### src/rtl/mem_port_arbiter.sv
`default_nettype none
// +----------------------------------------------------------------------------+
// | Module      : mem_port_arbiter                                             |
// | Description : Shares one line-wide memory bus between the fetch-stage      |
// |               instruction port and the data port. One transaction is in   |
// |               flight at a time: the winning request is latched onto the    |
// |               mem_* bus, held until mem_ack, and the read line plus a      |
// |               one-cycle resp pulse are returned to the winner.             |
// | Revision    : 1.0 - initial release                                        |
// +----------------------------------------------------------------------------+
// | Ports                                                                      |
// |   clk, rst                         clock, synchronous active-high reset    |
// |   imem_cyc/stb/address             instruction read request                |
// |   imem_rdata, imem_resp            instruction read line, completion pulse |
// |   dmem_cyc/stb/we/sel/address/wdata data read/write request                |
// |   dmem_rdata, dmem_resp            data read line, completion pulse        |
// |   mem_cyc/stb/we/sel/address/wdata downstream bus request (registered)     |
// |   mem_rdata, mem_ack               downstream read line and completion     |
// +----------------------------------------------------------------------------+
// | Configuration                                                              |
// |   ARB_ROUND_ROBIN_EN  defined   : ties go to the port not granted last     |
// |                       undefined : fixed priority, dmem wins every tie      |
// +----------------------------------------------------------------------------+
module mem_port_arbiter #(
    parameter int ADDR_W = 16,
    parameter int LINE_W = 128,
    parameter int SEL_W  = 16
) (
    input  logic              clk,
    input  logic              rst,
    // instruction port
    input  logic              imem_cyc,
    input  logic              imem_stb,
    input  logic [ADDR_W-1:0] imem_address,
    output logic [LINE_W-1:0] imem_rdata,
    output logic              imem_resp,
    // data port
    input  logic              dmem_cyc,
    input  logic              dmem_stb,
    input  logic              dmem_we,
    input  logic [SEL_W-1:0]  dmem_sel,
    input  logic [ADDR_W-1:0] dmem_address,
    input  logic [LINE_W-1:0] dmem_wdata,
    output logic [LINE_W-1:0] dmem_rdata,
    output logic              dmem_resp,
    // downstream memory bus
    output logic              mem_cyc,
    output logic              mem_stb,
    output logic              mem_we,
    output logic [SEL_W-1:0]  mem_sel,
    output logic [ADDR_W-1:0] mem_address,
    output logic [LINE_W-1:0] mem_wdata,
    input  logic [LINE_W-1:0] mem_rdata,
    input  logic              mem_ack
);

    localparam logic [1:0] c_ST_IDLE   = 2'd0;
    localparam logic [1:0] c_ST_I_BUSY = 2'd1;
    localparam logic [1:0] c_ST_D_BUSY = 2'd2;
    localparam logic [1:0] c_ST_RESP   = 2'd3;

    logic [1:0]        r_state;
    logic              r_mem_cyc;
    logic              r_mem_stb;
    logic              r_mem_we;
    logic [SEL_W-1:0]  r_mem_sel;
    logic [ADDR_W-1:0] r_mem_address;
    logic [LINE_W-1:0] r_mem_wdata;
    logic [LINE_W-1:0] r_imem_rdata;
    logic              r_imem_resp;
    logic [LINE_W-1:0] r_dmem_rdata;
    logic              r_dmem_resp;

    logic w_imem_req;
    logic w_dmem_req;
    logic w_grant_d;

    assign w_imem_req = imem_cyc & imem_stb;
    assign w_dmem_req = dmem_cyc & dmem_stb;

`ifdef ARB_ROUND_ROBIN_EN
    // 0 = instruction port was granted last, 1 = data port was granted last.
    logic r_rr_last_d;

    // On a tie, the port that did not win last time goes first.
    assign w_grant_d = w_dmem_req & (~w_imem_req | ~r_rr_last_d);

    always_ff @(posedge clk) begin
        if (rst) begin
            r_rr_last_d <= 1'b0;
        end else if ((r_state == c_ST_IDLE) && (w_imem_req || w_dmem_req)) begin
            r_rr_last_d <= w_grant_d;
        end
    end
`else
    assign w_grant_d = w_dmem_req;
`endif

    always_ff @(posedge clk) begin
        if (rst) begin
            r_state       <= c_ST_IDLE;
            r_mem_cyc     <= 1'b0;
            r_mem_stb     <= 1'b0;
            r_mem_we      <= 1'b0;
            r_mem_sel     <= '0;
            r_mem_address <= '0;
            r_mem_wdata   <= '0;
            r_imem_rdata  <= '0;
            r_imem_resp   <= 1'b0;
            r_dmem_rdata  <= '0;
            r_dmem_resp   <= 1'b0;
        end else begin
            case (r_state)
                c_ST_IDLE: begin
                    if (w_grant_d) begin
                        r_state       <= c_ST_D_BUSY;
                        r_mem_cyc     <= 1'b1;
                        r_mem_stb     <= 1'b1;
                        r_mem_we      <= dmem_we;
                        r_mem_sel     <= dmem_sel;
                        r_mem_address <= dmem_address;
                        r_mem_wdata   <= dmem_wdata;
                    end else if (w_imem_req) begin
                        // Instruction fetches are always full-line reads.
                        r_state       <= c_ST_I_BUSY;
                        r_mem_cyc     <= 1'b1;
                        r_mem_stb     <= 1'b1;
                        r_mem_we      <= 1'b0;
                        r_mem_sel     <= '1;
                        r_mem_address <= imem_address;
                        r_mem_wdata   <= '0;
                    end
                end
                c_ST_I_BUSY: begin
                    if (mem_ack) begin
                        r_state      <= c_ST_RESP;
                        r_mem_cyc    <= 1'b0;
                        r_mem_stb    <= 1'b0;
                        r_imem_rdata <= mem_rdata;
                        r_imem_resp  <= 1'b1;
                    end
                end
                c_ST_D_BUSY: begin
                    if (mem_ack) begin
                        r_state     <= c_ST_RESP;
                        r_mem_cyc   <= 1'b0;
                        r_mem_stb   <= 1'b0;
                        r_dmem_resp <= 1'b1;
                        // A write completion leaves the last read line in place.
                        if (!r_mem_we) begin
                            r_dmem_rdata <= mem_rdata;
                        end
                    end
                end
                c_ST_RESP: begin
                    // Requests are not sampled here, so a requester still
                    // holding stb through its resp is not granted again.
                    r_state     <= c_ST_IDLE;
                    r_imem_resp <= 1'b0;
                    r_dmem_resp <= 1'b0;
                end
                default: begin
                    r_state <= c_ST_IDLE;
                end
            endcase
        end
    end

    assign mem_cyc     = r_mem_cyc;
    assign mem_stb     = r_mem_stb;
    assign mem_we      = r_mem_we;
    assign mem_sel     = r_mem_sel;
    assign mem_address = r_mem_address;
    assign mem_wdata   = r_mem_wdata;
    assign imem_rdata  = r_imem_rdata;
    assign imem_resp   = r_imem_resp;
    assign dmem_rdata  = r_dmem_rdata;
    assign dmem_resp   = r_dmem_resp;

endmodule
`default_nettype wire
### config.mk
export PLATFORM = sky130hd
export DESIGN_NAME = mem_port_arbiter
export DESIGN_NICKNAME = d
export VERILOG_FILES = /design/src/rtl/mem_port_arbiter.sv
export SDC_FILE = /design/constraint.sdc
export NUM_CORES = 1
export LEC_CHECK = 0
export BUFFER_PORTS_ARGS = -buffer_cell sky130_fd_sc_hd__buf_2
export CAP_MARGIN = 10
export CELL_PAD_IN_SITES_DETAIL_PLACEMENT = 1
export CELL_PAD_IN_SITES_GLOBAL_PLACEMENT = 1
export CORE_AREA = 2 2 287 289
export DETAILED_ROUTE_END_ITERATION = 7
export DIE_AREA = 0 0 289 291
export PLACE_DENSITY = 0.62
export SYNTH_ARGS = -nofsm -noshare
export SYNTH_HDL_FRONTEND = slang
export SYNTH_SLANG_ARGS = --single-unit
### constraint.sdc
create_clock -name clk -period 1.8 [get_ports clk]
set_input_delay 0.36 -clock clk [delete_from_list [all_inputs] [get_ports clk]]
set_output_delay 0.36 -clock clk [all_outputs]
set_load 0.005 [all_outputs]
Word level (Yosys, flattened, before mapping):

Index checks and enable logic that the tools add are counted.

* flip-flop bits (word level): 422
* bits of input ports: 312

* eq/ne operators: 7
* mux-type cells: 19
* bitwise operators: 3
* reductions and logical operators: 13

Operator list (count)
* 128-bit two-way mux: 2
* 16-bit two-way mux: 4
* 2-bit AND reduction: 5
* 2-bit nonzero test: 4
* 1-bit two-way mux: 6
* 2-bit two-way mux: 3
* 1-bit one-hot mux with 2 select lines: 3
* 2-bit one-hot mux with 3 select lines: 1
* 3-bit AND reduction: 2
* 2-bit == test, second input constant: 2
* 2-bit inequality test, second input constant: 2
* 3-bit inequality test, second input constant: 1
* 1-bit bitwise AND: 2
* 2-bit by 1-bit == test with 1-bit output, second input constant: 1
* 2-bit zero test: 1
* 2-bit by 1-bit inequality test with 1-bit output, second input constant: 1
* 2-bit OR reduction: 1
* 1-bit NOT: 1

Longest topological paths before layout:

Gate-level depths: netlist of the first run.

* depth after elaboration: 4
* mapped depth: 8
* depth with buffers taken out: 5

Worst setup path before layout of the first run:

No wires, ideal clock.

* path type: register to register
* start: register r_state[0]
* end: register r_mem_wdata[100], in the netlist mem_wdata[100]
* setup time: 70 ps
* arrival time: 1480 ps
* required time: 1730 ps
* setup slack: 250 ps
* cell stages (with the launch flop): 9
* cell sequence: dfxtp_1 inv_1 ha_1 buf_4 inv_2 buf_6 clkbuf_1 o21ai_1 a21oi_1

* cells in the longest elaborated chain, start to end: 2

Ends and longest elaborated chain
* start, declared: line 62 `logic [1:0] r_state;`
* start signal, assigned: line 101 `r_state <= c_ST_IDLE;`
* start signal, assigned: line 116 `r_state <= c_ST_D_BUSY;`
* start signal, assigned: line 125 `r_state <= c_ST_I_BUSY;`
* 2-bit zero test: line 113 `case (r_state)`
* 2-bit AND reduction (no source line)
* end signal, assigned: line 122 `r_mem_wdata <= dmem_wdata;`
* end, declared: line 68 `logic [LINE_W-1:0] r_mem_wdata;`

Every way passes these cells.
A chain may end at the register's enable or synchronous reset.

Final worst setup path of the first run:

* start: register r_state[1]
* end: register r_mem_wdata[35], in the netlist mem_wdata[35]

The elaborated chain is that of the path after synthesis.

==> metrics.txt, run 1 <==
design area=24,360 sq um; simple logic cell fraction of the synthesized area=0.1843; cells along the critical path=inv_1 -> ha_1 -> buf_4 -> inv_4 -> buf_12 -> buf_16 -> o21ai_1 -> a21oi_1; setup_tns=0 ps; Slew @ Worst Pin=431.6 ps; Clock transition at path regs=60 ps; post-route ant nets=0; DRT iter0 DRCs=507; DP Area=20,550 sq um; status=completed; via density per instance=4.266; TritonCTS Sinks=422; Tmin final=1679 ps; Final #Nets=3,145; GP Congestion=0.8024; final WL=70,080 microns; unrepaired setup endpoints after global routing=false; mux cell area share after synthesis=0.0006626; worst hold slack=41.38 ps; Core ar.=81,190 sq um; Layout area overhead=61.23%; PwrDens=1219 nW/um^2; die span in y=291 microns; final worst-path setup slack=120.7 ps; clk root buf=clkbuf_16; Max-Cap Viols=0; Worst Path Class, Setup=flip-flop to flip-flop; ys async rst share=0; Slew HR=0.7116; post-synth cell types=31; Max Clk Rate=0.5955 GHz; first-pass GRT wire length=102,500 microns; mean post-synth cell area=7.985 sq um; Fin. Hold Viols=0; final cycle utilization of the critical path=0.9329; H-tree levels=2; Max Buffers Root-to-Sink=3; initial antenna violation count=7; die area=84,100 sq um; GRT overflow=0; gr usage total=0.1554; startpoint types=flip-flop; Synth area leader=dfxtp_1; Ys Warns=0; Top Ports=733; Syn Std Cell Area=15,110 sq um; vias in the first global route=17,310; post-synthesis xor/xnor area fraction=0; die width=289 microns; Synth Register Bits=422; per-cell routed wire length=17.78 microns; final core utilization=0.3000; Slew Limit Fails=0; main combinational cell family by area after synthesis=compound AO/OA/AOI/OAI gates; Main synth FF type=dfxtp_1; Cells after DPL=3,639; most area-consuming cells after synthesis=dfxtp_1, nand2_1, a21oi_1; post-synthesis compound-gate area fraction=0.1966; Worst Path Buf+Inv=5; class of the worst hold path=input port to flip-flop; VDD IR-drop max=0.0006482 V; CTS Buf Count=49; pre-CTS setup slack=36.84 ps; P_leak=10.59 nW; Final setup viols=0; sequential area share after synthesis=0.5592; Worst-Skew Late Latency=580 ps; CTS tree=done; CP max stage delay=360 ps; # rows=105; number of synthesized flops with an enable pin=0; 1st-pass router iterations=4; DRC viols=0; Vias=16,810; Post-Layout Cell Count=3,941; Max FO, Critical Path=18; Adder-Cell Fraction of Synth Area=0.004969; Max stage delay cell, worst path=dfxtp_1; I/O Buffers=732; Worst setup EP type=flip-flop; share of cells above drive strength 1=0.3230; Top Family by Delay on Critical Path=buffers and inverters; PnR Total Power=29.70 mW; Starting Density=0.1861; pin count of the biggest net entering global routing=83; Final Skew=9.244 ps; Worst EP required=2300 ps; Net Count, Synth=2,210; Crit path arrival time=2180 ps; HPWL after DPL=50,200 microns; Synth top area share=0.5592; cell count after synthesis=1,892
-- what timing repair did --
| action | 4_1_cts | 5_1_grt |
|---|---|---|
| buffers inserted | 0 | 3 |
| hold buffers | 200 | 0 |
| resized for setup | 1 | 4 |
| gates cloned | 0 | 4 |
| hold endpoints to repair | 277 | 0 |
| pin swaps | 0 | 1 |
| setup endpoints to repair | 1 | 54 |
-- metal layers --
| layer | vias up | part of all wire | routed length (microns) | GRT usage |
|---|---|---|---|---|
| met5 | - | 0.00041 | 29 | 0 |
| li1 | 8150 | - | - | - |
| met4 | 6 | 0.037 | 2562 | 0.06098 |
| met1 | 7927 | 0.39 | 27100 | 0.1691 |
| met2 | 598 | 0.49 | 34570 | 0.2786 |
| met3 | 130 | 0.083 | 5816 | 0.04749 |
-- layout make-up --
| cell class | instances | area [sq um] |
|---|---|---|
| diodes | 4 | 10.01 |
| flip-flops and latches | 422 | 8448 |
| repair buffers | 1046 | 7046 |
| fillers | 9921 | 56830 |
| multi-input cells | 1304 | 5866 |
| clock inverters | 16 | 215.2 |
| inverters | 4 | 17.52 |
| well taps | 1070 | 1339 |
| clock buffers | 75 | 1416 |
-- sequential cells by signal (all words and copies together) (netlist names) --
name,count
imem_resp,1
mem_wdata,128
dmem_rdata,128
imem_rdata,128
r_state,2
mem_stb,1
mem_address,16
dmem_resp,1
mem_we,1
mem_sel,16
-- tightest hold or removal path, cell delays in order --
cell and delay [ps]:
buf_2 80, nor2_1 30, nor3_1 100
-- Yosys cell counts (2+ instances only) --
| library cell | instances |
|---|---|
| nor2_1 | 17 |
| buf_6 | 3 |
| nand2_1 | 663 |
| o21ai_1 | 101 |
| a21oi_1 | 419 |
| inv_1 | 3 |
| a311oi_1 | 17 |
| nand3_1 | 17 |
| dfxtp_1 | 422 |
| nand2b_1 | 2 |
| clkbuf_1 | 62 |
| buf_2 | 75 |
| buf_4 | 21 |
| nor2b_1 | 3 |
| nor3_1 | 16 |
| o21ai_0 | 31 |
| ha_1 | 6 |
-- layout by cell type (no fill, tap or decap), types with 2 or more instances in the layout --
cell           netlist  layout
clkbuf_16            0      55
nand3_1             17      17
nor2_1              17      17
dfxtp_1            422     422
a311oi_1            17      17
nand2_1            663     662
nor2b_1              3       3
diode_2              0       4
clkbuf_1            62      19
clkinv_2             0       8
ha_1                 6       5
o21ai_0             31      31
inv_1                3       3
clkbuf_8             0       5
buf_4               21      75
o21ai_1            101     101
dlygate4sd3_1        0     200
buf_2               75     731
nor3_1              16      16
bufinv_16            0       5
nand2b_1             2       2
a21oi_1            419     419
buf_12               0      32
buf_16               0       2
-- power breakdown --
| part | internal (mW) | switching, mW | total [mW] |
|---|---|---|---|
| clock | 6.13 | 4.15 | 10.3 |
| combinational | 3.57 | 4.75 | 8.31 |
| sequential | 10.5 | 0.577 | 11.1 |
| total | 20.2 | 9.47 | 29.7 |
-- final timing paths --
| path | from | endpoint | slack [ps] | depth (start not counted) |
|---|---|---|---|---|
| worst max-delay path | r_state[1]$_SDFFE_PP0P_ | mem_wdata[35]$_SDFFE_PP0P_ | 120 | 8 |
| worst min-delay path | dmem_sel[11] | mem_sel[11]$_SDFFE_PP0P_ | 40 | 3 |
| worst max register to register | r_state[1]$_SDFFE_PP0P_ | mem_wdata[35]$_SDFFE_PP0P_ | 120 | 8 |
| worst min register to register | imem_rdata[114]$_SDFFE_PP0P_ | imem_rdata[114]$_SDFFE_PP0P_ | 450 | 2 |
-- cell families after synthesis --
logic type,count (synthesis)
AND/OR/NAND/NOR,723
adder cells (fa/ha/maj),6
flip-flops,422
buffers and inverters,166
AO/OA/AOI/OAI,574
multiplexers,1
No activity file was read; power rests on OpenSTA's default activity.
==> run 2: changes to the inputs <==
GPL_TIMING_DRIVEN = 0   (was not set)
RECOVER_POWER = 50   (was not set)
==> run 2 against run 1 <==
Worst hold slack better by 0.66 ps. Non-clock buffer count is 53 higher. Final area is 2.5% lower. Via count is 1.0% higher. Sequential power hardly changed. Setup slack worse by 36 ps. Register-to-register slack worse by 40 ps. Critical path depth stayed put. Flip-flop and latch count stayed put. Sequential share of layout area is 0.88 points higher. Die area stayed put. Power is 1.3% lower.
==> metrics.txt, run 2 (same netlist as run 1, synthesis figures left out) <==
unrepaired setup endpoints after global routing=true; final cycle utilization of the critical path=0.9527 (+0.01976); Clock transition at path regs=60 ps (about the same); final core utilization=0.2926 (-0.007413); Max FO, Critical Path=10 (-8); HPWL after DPL=57,880 microns (+15%); hold wc startpoint=dmem_sel[13]; Slew Limit Fails=0 (unchanged); Layout area overhead=57.25%; Top Ports=733 (unchanged); Slew HR=0.3448 (-0.3668); post-route ant nets=0 (unchanged); pin count of the biggest net entering global routing=14 (-83%); class of the worst hold path=input port to flip-flop; H-tree levels=2 (unchanged); DRT iter0 DRCs=652 (+29%); hold-critical path depth=3 (unchanged); die span in y=291 microns (unchanged); pre-CTS setup slack=-742.5 ps (-779.3 ps); Worst-Skew Late Latency=590 ps (about the same); CTS tree=done; Final #Nets=3,200 (+1.7%); Final Skew=14.52 ps (+5.272 ps); Crit path arrival time=2220 ps (+40 ps); GP Congestion=0.8229 (+2.6%); status=completed; fill cell count=10,020 (+0.98%); final worst-path setup slack=85.14 ps (-35.57 ps); die width=289 microns (unchanged); Max Clk Rate=0.5831 GHz (-2.1%); M1 wire length=29,540 microns (+9.0%); P_leak=9.162 nW (-14%); final WL=76,670 microns (+9.4%); Tmin final=1715 ps (+35.57 ps); vias in the first global route=17,730 (+2.4%); Vias=16,990 (+1.0%); cells along the critical path=inv_1 -> ha_1 -> buf_6 -> inv_6 -> buf_12 -> clkbuf_4 -> o21ai_1 -> a21oi_1; VDD IR-drop max=0.0006630 V (+2.3%); most common cell after layout, fill and taps aside=nand2_1; Final setup viols=0 (unchanged); GRT overflow=0 (unchanged); I/O Buffers=730 (-0.27%); Max stage delay cell, worst path=dfxtp_2; Worst setup EP type=flip-flop; Worst Path Class, Setup=flip-flop to flip-flop; startpoint types=flip-flop; Worst R2R Path Depth=8 (unchanged); initial antenna violation count=10 (+3); CTS Buf Count=51 (+4.1%); most frequent cells in the layout=nand2_1, buf_2, dfxtp_1, a21oi_1, clkbuf_1; share of cells above drive strength 1=0.2114 (-0.1116); Fin. Hold Viols=0 (unchanged); clk root buf=clkbuf_16; Worst EP required=2300 ps (about the same); PwrDens=1233 nW/um^2 (+1.2%); per-cell routed wire length=19.20 microns (+8.0%); first-pass GRT wire length=111,800 microns (+9.1%); Slew @ Worst Pin=982.8 ps (+551.2 ps); Core ar.=81,190 sq um (unchanged); Max-Cap Viols=0 (unchanged); top layer in use=met5; CP max stage delay=380 ps (+20 ps); via density per instance=4.253 (-0.29%); DRC viols=0 (unchanged); met2 WL post-DR=38,780 microns (+12%); design area=23,760 sq um (-2.5%); DP Area=20,100 sq um (-2.2%); # rows=105 (unchanged); CP Launch Point=r_state[0]$_SDFFE_PP0P_; start of the worst register-to-register path=r_state[0]$_SDFFE_PP0P_; TritonCTS Sinks=422 (unchanged); die area=84,100 sq um (unchanged); Starting Density=0.1861 (unchanged); 1st-pass router iterations=4 (unchanged); gr usage total=0.1738 (+0.01844); WL met3=5594 microns (-3.8%); Max Buffers Root-to-Sink=3 (unchanged)
## run 2: timing repair
item / CTS / global route
resized for setup: 51 / 68
setup buffers: 2 / 1
setup endpoints to repair: 374 / 297
hold buffers: 205 / 0
pin swaps: 1 / 0
hold endpoints to repair: 282 / 0
## run 2: report_power, final
part           leakage [nW]  switching (mW)  internal (mW)
clock                 0.834            4.27           6.17
sequential             3.43           0.626           10.5
combinational          4.90            4.79           2.90
## run 2: path summary, 6_finish.rpt
kind	endpoint	slack [ps]
min	mem_sel[13]$_SDFFE_PP0P_	40
max reg2reg	mem_wdata[51]$_SDFFE_PP0P_	90
min reg2reg	imem_rdata[36]$_SDFFE_PP0P_	450
max	mem_wdata[51]$_SDFFE_PP0P_	90
## run 2: final cells by class
| type | count | area (sq um) | share of cell area |
|---|---|---|---|
| clock inverters | 13 | 137.6 | 0.005794 |
| repair buffers | 938 | 5331 | 0.2244 |
| diodes | 1 | 2.502 | 0.0001053 |
| flip-flops and latches | 422 | 8449 | 0.3557 |
| inverters | 4 | 20.02 | 0.0008427 |
| clock buffers | 81 | 1550 | 0.06526 |
| multi-input cells | 1304 | 5864 | 0.2469 |
| plain buffers | 161 | 1061 | 0.04466 |
| well taps | 1070 | 1339 | 0.05636 |
## run 2: layer usage
| metal | vias to the layer above | GRT usage |
|---|---|---|
| met2 | 597 | 0.3227 |
| li1 | 8264 | - |
| met4 | 12 | 0.05306 |
| met5 | - | 0 |
| met3 | 134 | 0.04937 |
| met1 | 7980 | 0.1881 |
## run 2: through the flow
step | TNS, ps | cells | hold slack [ps] | total power, mW
2_1_floorplan | 0 | 1892 | 452.7 | 14.82
3_5_place_dp | -144080 | 3692 | 444.2 | 18.46
5_1_grt | -240.6 | 3994 | 7.846 | 30.93
4_1_cts | -20.50 | 3993 | 0.05479 | 29.67
6_report | 0 | 3994 | 42.04 | 29.30
3_3_place_gp | -193640 | 3692 | 440.1 | 18.39
## run 2: worst max-delay path, delay by kind of cell (launching register included)
kind | cells | cell delay [ps]
buffers and inverters | 5 | 760
adder cells (fa/ha/maj) | 1 | 220
AO/OA/AOI/OAI | 2 | 260
flip-flops | 1 | 380
==> run 3: changes to the inputs <==
ABC_AREA = 1   (was not set)
CORE_AREA = 2 2 285 287   (was 2 2 287 289)
DIE_AREA = 0 0 287 289   (was 0 0 289 291)
PLACE_DENSITY = 0.63   (was 0.62)
==> run 3 against run 2 <==
Final area shrank 0.64%. Via count shrank 2.1%. Core utilization grew 0.28 points. Wire length grew 3.8%. Clock skew shrank 4.3 ps. Area after synthesis shrank 1.2%. Setup slack lost 4.9 ps. Sequential share of layout area grew 0.24 points. First-iteration DRC count shrank 10%. Synthesized cell count grew 2.9%. Register-to-register slack is essentially flat. Flip-flop and latch count is the same.
==> metrics.txt, run 3 <==
Max Buffers Root-to-Sink=3 (unchanged); Reg power frac=0.386 (+0.005); most area-consuming cells after synthesis=dfxtp_1, nor2_1, o21ai_0; final cycle utilization of the critical path=0.9554 (+0.002748); CTS Buf Count=49 (-3.9%); ys async rst share=0 (unchanged); gr usage total=0.1825 (+0.008721); Crit path arrival time=2210 ps (about the same); Worst-Skew Late Latency=570 ps (-20 ps); Net Count, Synth=2,264 (+2.4%); Max-Cap Viols=0 (unchanged); Synth top area share=0.5660 (+0.006750); Layout area overhead=58.12%; Vias=16,630 (-2.1%); CTS tree=done; die width=287 microns (-0.69%); Slew @ Worst Pin=754.1 ps (-228.7 ps); mean post-synth cell area=7.671 sq um (-3.9%); Worst setup EP type=flip-flop; status=completed; Final Skew=10.25 ps (-4.262 ps); Tmin final=1720 ps (+4.946 ps); unrepaired setup endpoints after global routing=true; post-synth cell types=19 (-39%); DRC viols=0 (unchanged); Slew HR=0.4972 (+0.1524); vias in the first global route=17,520 (-1.2%); fill cell count=9,901 (-1.2%); HPWL after DPL=61,010 microns (+5.4%); Synth area leader=dfxtp_1; worst hold slack=35.50 ps (-6.537 ps); DRT iter0 DRCs=584 (-10%); Starting Density=0.1868 (+0.0007579); TritonCTS Sinks=422 (unchanged); startpoint types=flip-flop; Commonest cells post-synth=nor2_1, dfxtp_1, nand2_1; Worst EP required=2290 ps (about the same); GRT overflow=0 (unchanged); most common cell after layout, fill and taps aside=buf_2; setup_tns=0 ps (unchanged); 1st-pass router iterations=4 (unchanged); Main synth FF type=dfxtp_1; die span in y=289 microns (-0.69%); cell count after synthesis=1,946 (+2.9%); Ys Warns=0 (unchanged); number of synthesized flops with an enable pin=0 (unchanged); pin count of the biggest net entering global routing=13 (-1); Clock power frac=0.314 (-0.043); VDD IR-drop max=0.0006314 V (-4.8%); post-route ant nets=0 (unchanged); H-tree levels=2 (unchanged); die area=82,940 sq um (-1.4%); Final setup viols=0 (unchanged); final WL=79,560 microns (+3.8%); P_leak=11.09 nW (+21%); Slew Limit Fails=0 (unchanged); PwrDens=1315 nW/um^2 (+6.7%); share of cells above drive strength 1=0.2956 (+0.08420); Top Ports=733 (unchanged); sequential area share after synthesis=0.5660 (+0.006750); Max FO, Critical Path=10 (unchanged); via density per instance=4.141 (-2.6%); per-cell routed wire length=19.81 microns (+3.2%); first-pass GRT wire length=113,300 microns (+1.3%); Sw Ratio=0.3464 (+0.01582); Clock transition at path regs=60 ps (about the same); most common cell in the netlist=nor2_1; Max Clk Rate=0.5815 GHz (-0.29%); Max stage delay cell, worst path=dfxtp_1; Combinational Power Share=0.300 (+0.037); # rows=104 (-0.95%); Core ar.=79,900 sq um (-1.6%); GP Congestion=0.8244 (+0.18%); Final #Nets=3,237 (+1.2%); I/O Buffers=731 (+0.14%); class of the worst hold path=input port to flip-flop; Top Family by Delay on Critical Path=buffers and inverters; Synth Register Bits=422 (unchanged); internal cell power=20.29 mW (+3.5%); most frequent cells in the layout=buf_2, nor2_1, dfxtp_1, nand2_1, o21ai_0; NetSw=10.76 mW (+11%); Worst Path Class, Setup=flip-flop to flip-flop; Syn Std Cell Area=14,930 sq um (-1.2%); initial antenna violation count=13 (+3); Fin. Hold Viols=0 (unchanged); clk root buf=clkbuf_16; cells along the critical path=inv_2 -> ha_1 -> buf_4 -> nand2_8 -> buf_2 -> nand2_1 -> a21oi_1; Worst Path Buf+Inv=3 (-2); CP max stage delay=370 ps (about the same)
[run 3: changes by cell type after synthesis, moves of 15 or more]
cell      change
nor2_1      +550
nand2_1     -313
a21oi_1     -270
o21ai_0     +237
o21ai_1      -95
inv_1        +23
a311oi_1     -17
buf_2        -16
nand3_1      -15
[run 3: layout make-up]
type / count / area (sq um) / share of cell area
diodes: 3 / 7.507 / 0.0003181
plain buffers: 142 / 928.4 / 0.03933
clock buffers: 73 / 1428 / 0.06049
clock inverters: 12 / 105.1 / 0.004453
inverters: 28 / 105.1 / 0.004453
multi-input cells: 1354 / 5742 / 0.2433
flip-flops and latches: 422 / 8451 / 0.3580
well taps: 1060 / 1326 / 0.05619
repair buffers: 922 / 5510 / 0.2335
[run 3: worst paths after layout]
kind,from,endpoint,slack (ps),cells past startpoint
max,r_state[1]$_SDFFE_PP0P_,mem_wdata[15]$_SDFFE_PP0P_,80,7
min,mem_rdata[15],dmem_rdata[15]$_SDFFE_PP0P_,40,3
max reg2reg,r_state[1]$_SDFFE_PP0P_,mem_wdata[15]$_SDFFE_PP0P_,80,7
min reg2reg,mem_wdata[123]$_SDFFE_PP0P_,mem_wdata[123]$_SDFFE_PP0P_,460,2
[run 3: tightest hold or removal path, cell delays in order]
cell and delay (ps):
buf_2 80, nor2_1 40, nor2_1 90
[run 3: cell families (layout without fill, tap and decap cells)]
logic type / count (synthesis) / count (layout) / synth area share
flops: 422 / 422 / 0.5660
other cells: 0 / 3 / 0
buf+inv: 170 / 1177 / 0.05289
fa+ha+maj: 6 / 6 / 0.005029
compound gates: 423 / 423 / 0.1418
simple gates: 925 / 925 / 0.2343
[run 3: power by group through the flow]
stage	Clock [mW]	Sequential, mW	Combinational [mW]
2_1_floorplan	0	12.2	4.07
3_3_place_gp	0	12.1	8.69
3_5_place_dp	0	12.2	8.77
4_1_cts	10.1	12.0	9.36
5_1_grt	10.4	12.2	10.5
6_report	9.75	12.0	9.31
[run 3: layer usage]
layer / wire length (microns) / track usage
met5: 96 / 0
met3: 7436 / 0.07055
met2: 39480 / 0.3320
met1: 29450 / 0.1900
met4: 3090 / 0.06654
[run 3: stage by stage]
stage          instances  power (mW)  cell area [sq um]    util  setup slack, ps
2_1_floorplan       1946       16.28              14930       -            337.8
3_3_place_gp        3737       20.78              19910  0.2492           -722.1
3_5_place_dp        3737       20.92              19910  0.2492           -746.6
4_1_cts             4012       31.40              23510  0.2943           -72.22
5_1_grt             4013       33.04              23600  0.2953           -18.86
6_report            4016       31.05              23600  0.2954            80.19
[run 3: timing repair]
action	in CTS	in global routing
buffers inserted	0	0
endpoints found under the hold margin	205	1
pin swaps	1	1
hold buffers	190	1
resized for setup	67	71
endpoints found under the setup margin	341	341
